==> src/rtl/bcd_seven_seg_scan.sv <==
// -----------------------------------------------------------------------------
// bcd_seven_seg_scan
//   Latches a 5-bit BCD value (tens bit + ones digit) and drives a two-digit,
//   time-multiplexed, active-high seven-segment display with blanking gaps
//   between digits. The displayed value is only updated at frame starts, so
//   the two digits of a frame always belong to the same value.
//
// Parameters
//   REFRESH_DIV : clock cycles each digit is lit (>= 1)
//   BLANK_CYC   : clock cycles all digits are dark between digits (>= 1)
//
// Ports
//   clk        : clock, rising edge
//   rst_n      : asynchronous active-low reset
//   load       : one-cycle strobe, captures bcd_in into the shadow register
//   bcd_in     : [4] tens bit, [3:0] ones digit
//   seg        : {g,f,e,d,c,b,a}, active high
//   an         : digit enables, active low; [0] ones, [1] tens
//   frame_tick : one-cycle pulse in the first cycle of each frame
//   err        : high while the displayed ones digit is above 9
//
// Optional feature
//   LEADING_ZERO_BLANK_EN : when defined, a zero tens digit is left dark.
// -----------------------------------------------------------------------------
module bcd_seven_seg_scan #(
  parameter int unsigned REFRESH_DIV = 4096,
  parameter int unsigned BLANK_CYC   = 4
) (
  input  logic       clk,
  input  logic       rst_n,
  input  logic       load,
  input  logic [4:0] bcd_in,
  output logic [6:0] seg,
  output logic [1:0] an,
  output logic       frame_tick,
  output logic       err
);

  localparam int unsigned MAX_DUR = (REFRESH_DIV > BLANK_CYC) ? REFRESH_DIV : BLANK_CYC;
  localparam int unsigned CNT_W   = $clog2(MAX_DUR + 1);

  localparam logic [CNT_W-1:0] ON_TERM  = CNT_W'(REFRESH_DIV - 1);
  localparam logic [CNT_W-1:0] OFF_TERM = CNT_W'(BLANK_CYC - 1);

  localparam logic [6:0] SEG_OFF  = 7'h00;
  localparam logic [6:0] SEG_DASH = 7'h40;
  localparam logic [1:0] AN_NONE  = 2'b11;
  localparam logic [1:0] AN_ONES  = 2'b10;
  localparam logic [1:0] AN_TENS  = 2'b01;

  typedef enum logic [1:0] {
    OFF0 = 2'd0,
    ONES = 2'd1,
    OFF1 = 2'd2,
    TENS = 2'd3
  } state_t;

  state_t           state;
  logic [CNT_W-1:0] cnt;
  logic [4:0]       shadow;
  logic [4:0]       disp;
  logic [4:0]       cap_val;

  // A load coinciding with the capture edge bypasses the shadow register.
  assign cap_val = load ? bcd_in : shadow;

  // Plain BCD digit decode; non-decimal codes map to a dash.
  function automatic logic [6:0] decode(input logic [3:0] d);
    logic [6:0] s;
    s = SEG_DASH;
    case (d)
      4'd0:    s = 7'h3F;
      4'd1:    s = 7'h06;
      4'd2:    s = 7'h5B;
      4'd3:    s = 7'h4F;
      4'd4:    s = 7'h66;
      4'd5:    s = 7'h6D;
      4'd6:    s = 7'h7D;
      4'd7:    s = 7'h07;
      4'd8:    s = 7'h7F;
      4'd9:    s = 7'h6F;
      default: s = SEG_DASH;
    endcase
    return s;
  endfunction

  function automatic logic is_invalid(input logic [4:0] v);
    return (v[3:0] > 4'd9);
  endfunction

  function automatic logic [6:0] ones_seg(input logic [4:0] v);
    return is_invalid(v) ? SEG_DASH : decode(v[3:0]);
  endfunction

  // Tens digit pattern; an invalid value shows a dash on both digits.
  function automatic logic [6:0] tens_seg(input logic [4:0] v);
    logic [6:0] s;
    if (is_invalid(v)) begin
      s = SEG_DASH;
    end else begin
`ifdef LEADING_ZERO_BLANK_EN
      s = v[4] ? decode(4'd1) : SEG_OFF;
`else
      s = decode({3'b000, v[4]});
`endif
    end
    return s;
  endfunction

  function automatic logic [1:0] tens_an(input logic [4:0] v);
    logic [1:0] a;
    a = AN_TENS;
`ifdef LEADING_ZERO_BLANK_EN
    if (!v[4] && !is_invalid(v)) begin
      a = AN_NONE;
    end
`endif
    return a;
  endfunction

  // Scan FSM with registered outputs; outputs change on the state edge.
  always_ff @(posedge clk or negedge rst_n) begin
    if (!rst_n) begin
      state      <= OFF0;
      cnt        <= '0;
      shadow     <= '0;
      disp       <= '0;
      seg        <= SEG_OFF;
      an         <= AN_NONE;
      frame_tick <= 1'b0;
      err        <= 1'b0;
    end else begin
      frame_tick <= 1'b0;
      if (load) begin
        shadow <= bcd_in;
      end

      case (state)
        OFF0: begin
          if (cnt == OFF_TERM) begin
            state      <= ONES;
            cnt        <= '0;
            disp       <= cap_val;
            err        <= is_invalid(cap_val);
            frame_tick <= 1'b1;
            an         <= AN_ONES;
            seg        <= ones_seg(cap_val);
          end else begin
            cnt <= cnt + CNT_W'(1);
          end
        end
        ONES: begin
          if (cnt == ON_TERM) begin
            state <= OFF1;
            cnt   <= '0;
            an    <= AN_NONE;
            seg   <= SEG_OFF;
          end else begin
            cnt <= cnt + CNT_W'(1);
          end
        end
        OFF1: begin
          if (cnt == OFF_TERM) begin
            state <= TENS;
            cnt   <= '0;
            an    <= tens_an(disp);
            seg   <= tens_seg(disp);
          end else begin
            cnt <= cnt + CNT_W'(1);
          end
        end
        TENS: begin
          if (cnt == ON_TERM) begin
            state <= OFF0;
            cnt   <= '0;
            an    <= AN_NONE;
            seg   <= SEG_OFF;
          end else begin
            cnt <= cnt + CNT_W'(1);
          end
        end
        default: begin
          state <= OFF0;
          cnt   <= '0;
          an    <= AN_NONE;
          seg   <= SEG_OFF;
        end
      endcase
    end
  end

endmodule
==> config.mk <==
export PLATFORM = sky130hd
export DESIGN_NAME = bcd_seven_seg_scan
export DESIGN_NICKNAME = d
export VERILOG_FILES = /design/src/rtl/bcd_seven_seg_scan.sv
export SDC_FILE = /design/constraint.sdc
export NUM_CORES = 1
export LEC_CHECK = 0
export ABC_CLOCK_PERIOD_IN_PS = 2240
export CORE_ASPECT_RATIO = 2
export CORE_MARGIN = 4
export CORE_UTILIZATION = 40
export CTS_BUF_LIST = sky130_fd_sc_hd__clkbuf_4
export DETAILED_ROUTE_END_ITERATION = 12
export SLEW_MARGIN = 20
export SYNTH_ARGS = -nofsm -noshare
export SYNTH_HDL_FRONTEND = slang
export SYNTH_SLANG_ARGS = --single-unit
export TNS_END_PERCENT = 10
==> constraint.sdc <==
create_clock -name clk -period 2.24 [get_ports clk]
set_input_delay 0.448 -clock clk [delete_from_list [all_inputs] [get_ports clk]]
set_output_delay 0.448 -clock clk [all_outputs]
set_load 0.01 [all_outputs]
==> reports/results.tsv, run 1 <==
stage	metric	value	unit
place	number of port buffers	18	
pwr	Power Internal	0.000911	W
grt	global-route wire length before repair	6.87	mm
pwr	Clk pwr share	25.8	%
grt	gr ovfl total	0	
final_layout	final core utilization	51.1	%
pwr	Combinational Power Share	18.7	%
floorplan	Die Span Y	104	um
clock_tree	Clock Root Buffer	clkbuf_4	
synth	Synth Area in XOR/XNOR	4.74	%
critical_path	CP Max Fanout	9	
floorplan	Initial Utilization	41.7	%
detailed_routing	DRC viols	0	
clock_tree	clk_lat worst skew	0.33	ns
pwr	switching portion of total power	26.9	%
synth	FF+latch count, synth	35	
detailed_routing	final WL	4.03	mm
sta	final-report hold violation count	0	
floorplan	die width	56.0	um
detailed_routing	detailed-router iteration count before antenna repair	4	
sta	slew of the pin with the lowest slew margin	0.451	ns
pwr	Worst VDD drop	0.308	mV
status	outcome	completed	
worst_hold_path	HP Class	reg2reg	
synth	Syn. warnings	0	
place	routability cong.	0.841	
grt	number of global-route vias before repair	1499	
detailed_routing	antenna viol nets, final	0	
place	DP HPWL	3.24	mm
critical_path	Startpoint Class	register	
synth	Mapped Area	1850	um2
critical_path	Crit path arrival time	2.22	ns
clock_tree	Num CTS Buffers	5	
run	max-cap violation count	0	
clock_tree	PostCTS Resize Cnt	0	
sta	Achievable Freq	0.504	GHz
final_layout	Layout Nets	233	
synth	adder-cell share of the synthesized area	8.81	%
place	cell area after placement	2200	um2
floorplan	number of top-level pins	19	
detailed_routing	DR vias	1406	
synth	share of the yosys chip area belonging to registers	47.6	%
synth	Synth Flop Type	dfrtp_1	
grt	largest net degree at the start of global routing	36	
clock_tree	CTS sink count	35	
synth	mean post-synth cell area	10.7	um2
sta	Slew headroom	69.9	%
clock_tree	clk buf depth	2	
synth	Yosys cell types	41	
clock_tree	hold_buf cts	0	
grt	initial antenna violation count	0	
synth	Synth Area in Simple Gates	16.9	%
synth	Synth Area in Compound Gates	12.7	%
clock_tree	Setup Fix Bufs, Post-CTS	0	
floorplan	core area	4420	um2
floorplan	Rows	34	
critical_path	max incr delay on CP	0.41	ns
sta	final hold slack	0.471	ns
pwr	Leak	0.996	nW
sta	Pins Over Slew Limit	0	
pwr	total power divided by cell area	551	nW/um2
sta	crit share post-route	88.5	%
clock_tree	H-Tree Depth	2	
detailed_routing	Avg WL per Cell	15.1	um
synth	Post-synth EDFFs	0	
critical_path	critical path, cell by cell	ha_1, nand3_4, nor4_4, a2bb2oi_4, o21ai_1, o22a_1	
detailed_routing	1st-iter DRT viols	27	
critical_path	worst endpoint required time	2.48	ns
final_layout	n_diodes	0	
pwr	Psw	0.000336	W
final_layout	share of cells above drive strength 1	20.2	%
final_layout	Area Overhead vs Synth	22.5	%
synth	largest family of logic cells by synthesized area	simple AND/OR/NAND/NOR gates	
sta	minimum clock period	1.98	ns
synth	post-synthesis mux area share	5.76	%
sta	RSZ-0062 raised after global routing	no	
critical_path	crit end category	register	
grt	gr usage total	15.3	%
sta	Setup Skew	0.00942	ns
critical_path	Crit Path Class	reg2reg	
sta	Final setup violation count	0	
pwr	Seq pwr share	55.5	%
detailed_routing	DR vias/cell	5.27	
synth	ys async rst share	100	%
synth	Synth Instances	172	
clock_tree	CTS tree	built	
final_layout	cell area after layout	2260	um2
synth	syn_nets	193	
critical_path	cell at the slowest stage of the critical path	dfrtp_1	
floorplan	die area	5830	um2
clock_tree	clock-pin slew of the registers on the worst-case setup and hold paths	0.11	ns
[synthesized netlist by cell type (all sizes together), types with 2 or more instances]
library cell | n | area [um2]
nand4 | 5 | 37.5
ha | 13 | 163
or2 | 2 | 12.5
nand3 | 4 | 32.5
o21a | 2 | 15.0
mux2i | 6 | 72.6
mux2 | 3 | 33.8
dfstp | 2 | 52.6
a21oi | 6 | 33.8
nor4 | 3 | 33.8
nand2 | 14 | 52.6
dfrtp | 33 | 826
o21ai | 12 | 60.1
inv | 10 | 37.5
o22a | 5 | 43.8
xor2 | 5 | 43.8
xnor2 | 5 | 43.8
buf | 2 | 22.5
a31oi | 2 | 18.8
nor3 | 2 | 10.0
nor2 | 25 | 96.4
[through the flow]
step | total power [W] | setup slack (ns) | cells | TNS [ns]
CTS | 0.00127 | 0.147 | 267 | 0
global route | 0.00133 | 0.0852 | 267 | 0
finish | 0.00125 | 0.257 | 267 | 0
floorplan | 0.000803 | 0.314 | 172 | 0
global placement | 0.000937 | -0.117 | 259 | -0.553
detailed placement | 0.000940 | -0.212 | 259 | -1.25
[critical path, delay by kind of cell, from the launching register on]
kind | cells | cell delay, ns
AOI/OAI and AO/OA | 3 | 0.70
adders and majority gates | 1 | 0.26
DFF | 1 | 0.41
and+or+nand+nor | 2 | 0.52
[power by group through the flow]
stage	Clock (W)	Sequential [W]	Combinational, W
after global placement	0	0.000704	0.000233
after CTS	0.000341	0.000693	0.000236
final	0.000322	0.000692	0.000233
after floorplan	0	0.000711	0.0000916
after global routing	0.000371	0.000699	0.000258
after detailed placement	0	0.000705	0.000235
[kinds of logic (layout without fill, tap and decap cells)]
family          after synthesis  count (layout)
compound gates               33              33
xor+xnor                     10              10
fa+ha+maj                    13              13
buf+inv                      13              54
flops                        35              35
mux                           9               9
simple gates                 59              59
[placed cells by master, fill, tap and decap left out, drive strengths merged]
cell,netlist,routed
o22ai,1,1
a221oi,1,1
nand2,14,14
clkdlybuf4s50,0,17
dlymetal6s2s,0,1
clkbuf,1,5
o21a,2,2
nand3,4,4
nor2b,1,1
ha,13,13
o21ai,12,12
nor3,2,2
or3b,1,1
a31oi,2,2
inv,10,10
a21oi,6,6
mux2i,6,6
o211ai,1,1
buf,2,18
nand3b,1,1
or2,2,2
a211oi,1,1
dfrtp,33,33
xor2,5,5
clkinv,0,2
clkinvlp,0,1
nor4b,1,1
dfstp,2,2
o22a,5,5
nand4,5,5
mux2,3,3
nor2,25,25
o31ai,1,1
a2bb2oi,1,1
nor4,3,3
xnor2,5,5
[metal layers]
| metal | track usage (%) | routed length [um] | vias to the layer above |
|---|---|---|---|
| met2 | 31.0 | 2460 | 33 |
| met5 | 0 | 0 | - |
| met4 | 7.81 | 134 | 0 |
| met1 | 12.9 | 1310 | 686 |
| met3 | 3.35 | 120 | 9 |
| li1 | - | - | 678 |
[final cells by class]
class / instances / area [um2]
fill: 428 / 2160
timing repair buffer: 36 / 318
clock inverter: 3 / 15.0
inverter: 10 / 37.5
multi-input combinational: 124 / 908
sequential: 35 / 878
clock buffer: 5 / 37.5
tap: 54 / 67.6
[flip-flops by register name, summed over array words and instances, names as in the netlist]
name        count
an              2
cnt            13
disp            4
err             1
frame_tick      1
seg             7
shadow          5
state           2
[worst paths after layout]
check	start	to	slack, ns	depth (start not counted)
min in group asynchronous	rst_n	frame_tick	0.51	2
worst max register to register	cnt[0]	seg[3]	0.26	6
worst min-delay path	an[1]	an[1]	0.47	2
max in group asynchronous	rst_n	an[0]	1.38	2
worst min register to register	an[1]	an[1]	0.47	2
worst max-delay path	cnt[0]	seg[3]	0.26	6
No activity file was read; power rests on OpenSTA's default activity.
==> run 2: changes to the inputs <==
Settings changed: CAP_MARGIN set to 20, CTS_CLUSTER_DIAMETER set to 120.
==> results of run 2 <==
Final layout, timing and power as in run 1 (identical DEF).
